`src/rtl/maxpool_window_gen.sv`:
```
// Streaming 3x3 window generator for the max-pooling cell: two line buffers plus a
// two-column shift register build each neighbourhood, decimated by STRIDE.
module maxpool_window_gen #(
    parameter int DATA_WIDTH = 32,
    parameter int IMG_WIDTH  = 8,
    parameter int IMG_HEIGHT = 8,
    parameter int STRIDE     = 1
) (
    input  logic                  C_IN_CLK,
    input  logic                  C_IN_RSTN,
    input  logic                  C_IN_DATA_VALID,
    input  logic [DATA_WIDTH-1:0] D_IN_DATA,
    output logic                  C_OUT_DATA_VALID,
    output logic [DATA_WIDTH-1:0] D_OUT_DATA_1,
    output logic [DATA_WIDTH-1:0] D_OUT_DATA_2,
    output logic [DATA_WIDTH-1:0] D_OUT_DATA_3,
    output logic [DATA_WIDTH-1:0] D_OUT_DATA_4,
    output logic [DATA_WIDTH-1:0] D_OUT_DATA_5,
    output logic [DATA_WIDTH-1:0] D_OUT_DATA_6,
    output logic [DATA_WIDTH-1:0] D_OUT_DATA_7,
    output logic [DATA_WIDTH-1:0] D_OUT_DATA_8,
    output logic [DATA_WIDTH-1:0] D_OUT_DATA_9,
    output logic                  C_OUT_FRAME_DONE
);

    localparam int COL_W = $clog2(IMG_WIDTH);
    localparam int ROW_W = $clog2(IMG_HEIGHT);
    localparam logic [COL_W-1:0] COL_LAST = COL_W'(IMG_WIDTH - 1);
    localparam logic [ROW_W-1:0] ROW_LAST = ROW_W'(IMG_HEIGHT - 1);

    logic [1:0]            rstSync_q;
    logic                  rstInt_n;
    logic [COL_W-1:0]      colCnt_q, colCnt_d;
    logic [ROW_W-1:0]      rowCnt_q, rowCnt_d;
    logic                  accept;
    logic                  emit;
    logic                  lastPix;
    logic                  dataValid_q;
    logic                  frameDone_q;
    logic [DATA_WIDTH-1:0] lbOld   [IMG_WIDTH];
    logic [DATA_WIDTH-1:0] lbNew   [IMG_WIDTH];
    logic [DATA_WIDTH-1:0] colA_q  [3];
    logic [DATA_WIDTH-1:0] colB_q  [3];
    logic [DATA_WIDTH-1:0] newCol  [3];
    logic [DATA_WIDTH-1:0] winOut_q[9];

    // Reset asserts asynchronously but is released two clocks after C_IN_RSTN rises.
    always_ff @(posedge C_IN_CLK or negedge C_IN_RSTN) begin
        if (!C_IN_RSTN) begin
            rstSync_q <= 2'b00;
        end else begin
            rstSync_q <= {rstSync_q[0], 1'b1};
        end
    end

    assign rstInt_n = rstSync_q[1];
    assign accept   = C_IN_DATA_VALID && rstInt_n;
    assign lastPix  = (colCnt_q == COL_LAST) && (rowCnt_q == ROW_LAST);

    assign newCol[0] = lbOld[colCnt_q];
    assign newCol[1] = lbNew[colCnt_q];
    assign newCol[2] = D_IN_DATA;

    // STRIDE is 1 or 2, so the modulo test on (pos-2) reduces to an even-position check.
    assign emit = (rowCnt_q >= ROW_W'(2)) && (colCnt_q >= COL_W'(2)) &&
                  ((STRIDE == 1) || (!rowCnt_q[0] && !colCnt_q[0]));

    always_comb begin
        colCnt_d = colCnt_q;
        rowCnt_d = rowCnt_q;
        if (accept) begin
            if (colCnt_q == COL_LAST) begin
                colCnt_d = '0;
                rowCnt_d = (rowCnt_q == ROW_LAST) ? '0 : rowCnt_q + 1'b1;
            end else begin
                colCnt_d = colCnt_q + 1'b1;
            end
        end
    end

    always_ff @(posedge C_IN_CLK) begin
        if (accept) begin
            lbOld[colCnt_q] <= lbNew[colCnt_q];
            lbNew[colCnt_q] <= D_IN_DATA;
        end
    end

    always_ff @(posedge C_IN_CLK or negedge rstInt_n) begin
        if (!rstInt_n) begin
            colCnt_q    <= '0;
            rowCnt_q    <= '0;
            dataValid_q <= 1'b0;
            frameDone_q <= 1'b0;
            for (int i = 0; i < 3; i++) begin
                colA_q[i] <= '0;
                colB_q[i] <= '0;
            end
            for (int k = 0; k < 9; k++) begin
                winOut_q[k] <= '0;
            end
        end else begin
            colCnt_q    <= colCnt_d;
            rowCnt_q    <= rowCnt_d;
            dataValid_q <= accept && emit;
            frameDone_q <= accept && lastPix;
            if (accept) begin
                colA_q <= colB_q;
                colB_q <= newCol;
                if (emit) begin
                    for (int i = 0; i < 3; i++) begin
                        winOut_q[3*i]     <= colA_q[i];
                        winOut_q[3*i + 1] <= colB_q[i];
                        winOut_q[3*i + 2] <= newCol[i];
                    end
                end
            end
        end
    end

    assign C_OUT_DATA_VALID = dataValid_q;
    assign C_OUT_FRAME_DONE = frameDone_q;
    assign D_OUT_DATA_1     = winOut_q[0];
    assign D_OUT_DATA_2     = winOut_q[1];
    assign D_OUT_DATA_3     = winOut_q[2];
    assign D_OUT_DATA_4     = winOut_q[3];
    assign D_OUT_DATA_5     = winOut_q[4];
    assign D_OUT_DATA_6     = winOut_q[5];
    assign D_OUT_DATA_7     = winOut_q[6];
    assign D_OUT_DATA_8     = winOut_q[7];
    assign D_OUT_DATA_9     = winOut_q[8];

endmodule

```
`config.mk`:
```
export PLATFORM = sky130hd
export DESIGN_NAME = maxpool_window_gen
export DESIGN_NICKNAME = d
export VERILOG_FILES = /design/src/rtl/maxpool_window_gen.sv
export SDC_FILE = /design/constraint.sdc
export NUM_CORES = 1
export LEC_CHECK = 0
export ABC_AREA = 1
export CAP_MARGIN = 15
export CORE_MARGIN = 2
export CORE_UTILIZATION = 33
export CTS_CLUSTER_DIAMETER = 120
export DETAILED_ROUTE_END_ITERATION = 7
export GPL_TIMING_DRIVEN = 1
export PLACE_DENSITY = 0.59
export SLEW_MARGIN = 20
export SYNTH_ARGS = -nofsm -noshare
export SYNTH_HDL_FRONTEND = slang
export SYNTH_SLANG_ARGS = --single-unit
```
`constraint.sdc`:
```
create_clock -name C_IN_CLK -period 15.4 [get_ports C_IN_CLK]
set_clock_uncertainty 0.05 [all_clocks]
set_input_delay 1.54 -clock C_IN_CLK [delete_from_list [all_inputs] [get_ports C_IN_CLK]]
set_output_delay 1.54 -clock C_IN_CLK [all_outputs]
set_load 0.02 [all_outputs]
```
==> flow_summary.json <==
{
  "worstMarginPinSlew_ns": 1.089,
  "drc_errors": 0,
  "gr-total-overflow": 0,
  "die_width_um": 348.5,
  "leakagePower_nw": 21.31,
  "cp_num_buf_inv": 3,
  "post_dp_cell_area_sq_um": 43760,
  "avgSynthCellArea_sq_um": 10.05,
  "p_per_area_nw_per_um2": 206.3,
  "setup_viol": 0,
  "insertion_delay_ns": 0.67,
  "cts_sinks": 1002,
  "synth-xor-area-share_pct": 0,
  "synth-simple-area-share_pct": 22.06,
  "antenna_found_initial": 8,
  "peakVddDrop_mv": 0.1011,
  "multi_input_area_sq_um": 10100,
  "power_frac_comb_pct": 32.4,
  "grt_pass1_wl_um": 160900,
  "pwr-share-seq_pct": 41.1,
  "synth_top_area_share_pct": 39.26,
  "cts_resized": 0,
  "fmax_mhz": 208.2,
  "vias": 26710,
  "cp-end-kind": "flip-flop",
  "yosys-top-cells-area": "edfxtp_1 39%, dfrtp_1 31%, nand2_1 21%, o21ai_0 2.6%, inv_1 1.3%",
  "postRouteAntennaNets": 0,
  "cts_setup_buffers": 0,
  "slew_viol_final": 0,
  "worstSetupPathType": "reg -> reg",
  "ctsHoldBuffers": 0,
  "drt_iter0_drc": 1974,
  "yosysTopAreaCell": "edfxtp_1",
  "p_total_mw": 9.767,
  "dp_hpwl_um": 62200,
  "syn_area_sq_um": 39170,
  "final.min_clock_period_ns": 4.802,
  "synth_mux_area_share_pct": 0,
  "hold_path_class": "reg -> async",
  "cts_tree": "done",
  "instances_no_fill": 5783,
  "gp_congestion": 0.7627,
  "rsz0062_at_grt": "false",
  "cts_buffers": 104,
  "seq_area_sq_um": 27650,
  "num_rows": 126,
  "diodes": 0,
  "num-fill-cells": 11410,
  "critPathArrivalTime_ns": 5.36,
  "cts_root_buf": "clkbuf_16",
  "setup_slack_ns": 10.60,
  "dp_slack_ns": 9.827,
  "cpMaxStageDelayCell": "inv_6",
  "synth_cells": 3898,
  "cpLargestDelayFamily": "buffers and inverters",
  "viasPerCell": 4.619,
  "crit_chain": "inv_6 > ha_1 > nand3b_1 > nand3_4 > inv_6 > buf_4 > nand2_1 > nand2_1",
  "cts_max_path_buffers": 3,
  "synth_top_family_by_area": "simple AND/OR/NAND/NOR gates",
  "synth_compound_area_share_pct": 3.335,
  "final_common_cell": "nand2_1",
  "drive_gt1_share_pct": 5.251,
  "synthAdderAreaFrac_pct": 0.1917,
  "p_int_mw": 6.196,
  "initial_core_util_pct": 33.21,
  "clockPowerShare_pct": 26.6,
  "swShare_pct": 36.56,
  "port_buffers": 324,
  "synth_seq_cells": 1002,
  "drt-pass1-iter-count": 5,
  "final_area_sq_um": 47340,
  "synth_warnings": 0,
  "layout_common_cells": "2239 x nand2_1, 512 x edfxtp_1, 486 x dfrtp_1",
  "hold_violations": 0,
  "core-area_sq_um": 117900,
  "cp_data_required_time_ns": 15.96,
  "nNetsFinal": 4198,
  "dp.cells": 5587,
  "max_stage_delay_ns": 0.85,
  "maxCapViolCount": 0,
  "final_util_pct": 40.14,
  "grt_max_degree": 186,
  "switching_power_mw": 3.571,
  "synth_nets": 3939,
  "track_usage_pct": 17.28,
  "die_area_sq_um": 121500,
  "timing.final.crit_share_pct": 31.18,
  "ys_seq_area_share_pct": 70.56,
  "clk_pin_slew_worst_paths_ns": 0.07,
  "path_max_fanout": 112,
  "htree_levels": 3,
  "synthToLayoutAreaGrowth_pct": 20.86,
  "die_h_um": 348.5,
  "synth_cell_type_count": 20,
  "grt_pass1_vias": 25600,
  "wl_um": 106200,
  "max_slew_margin_pct": 27.43,
  "cp-start-kind": "flip-flop",
  "routedWlPerCell_um": 18.37,
  "status": "finished clean",
  "fin_setup_tns_ns": 0,
  "io_pins": 325,
  "hold_ws_ns": 0.2752
}
## cells by family (layout without fill, tap and decap cells)
family	count (synthesis)	count (layout)
flip-flops	1002	1002
AND/OR/NAND/NOR	2280	2280
other	1	1
AO/OA/AOI/OAI	261	261
adder cells (fa/ha/maj)	6	6
buffers and inverters	348	697
## power groups by stage
stage | clock network [mW] | logic, mW | registers [mW]
2_1_floorplan | 0 | 1.35 | 4.37
3_3_place_gp | 0 | 3.16 | 4.06
3_5_place_dp | 0 | 3.19 | 4.06
4_1_cts | 2.66 | 3.21 | 4.02
5_1_grt | 2.77 | 3.48 | 4.09
6_report | 2.59 | 3.16 | 4.01
## layer usage
layer	global-route usage (%)	wire [um]
met2	28.55	50290
met4	4.328	2495
met5	0	27
met1	23.23	46800
met3	3.587	6595
## flip-flops by register name (all words and copies together), names as in the netlist
signal	cells
C_OUT_DATA_VALID	1
C_OUT_FRAME_DONE	1
D_OUT_DATA_1	32
D_OUT_DATA_2	32
D_OUT_DATA_3	32
D_OUT_DATA_4	32
D_OUT_DATA_5	32
D_OUT_DATA_6	32
D_OUT_DATA_7	32
D_OUT_DATA_8	32
D_OUT_DATA_9	32
colA_q	96
colB_q	96
colCnt_q	3
lbNew	256
lbOld	256
rowCnt_q	3
rstSync_q	2
## cell type report
cell class / count / share of cell area [%]
clock buffer: 139 / 6.262
tap: 1536 / 4.060
clock inverter: 57 / 1.274
multi-input combinational: 2548 / 21.34
timing repair buffer: 363 / 7.531
sequential: 1002 / 58.42
inverter: 138 / 1.121
## synth_stat cells, drive strengths merged
library cell and n:
nand2 2240, edfxtp 512, dfrtp 490, o21ai 261, inv 138, buf 129
clkbuf 81, nand4 20, nor2 8, nor4 8, ha 6, nand3 3
conb 1, nand3b 1
## path summary, 6_finish.rpt
check,start,end,slack [ns],cells past startpoint
setup / recovery,colCnt_q[0],D_OUT_DATA_1[2],10.60,8
setup reg to reg,colCnt_q[0],D_OUT_DATA_1[2],10.60,8
min in group C_IN_CLK,rstSync_q[0],rstSync_q[1],0.30,0
hold / removal,rstSync_q[1],D_OUT_DATA_7[15],0.28,0
max in group asynchronous,rstSync_q[1],D_OUT_DATA_3[9],12.20,3
hold reg to reg,rstSync_q[1],D_OUT_DATA_7[15],0.28,0
Note: power is estimated with default switching activity, not from simulation.
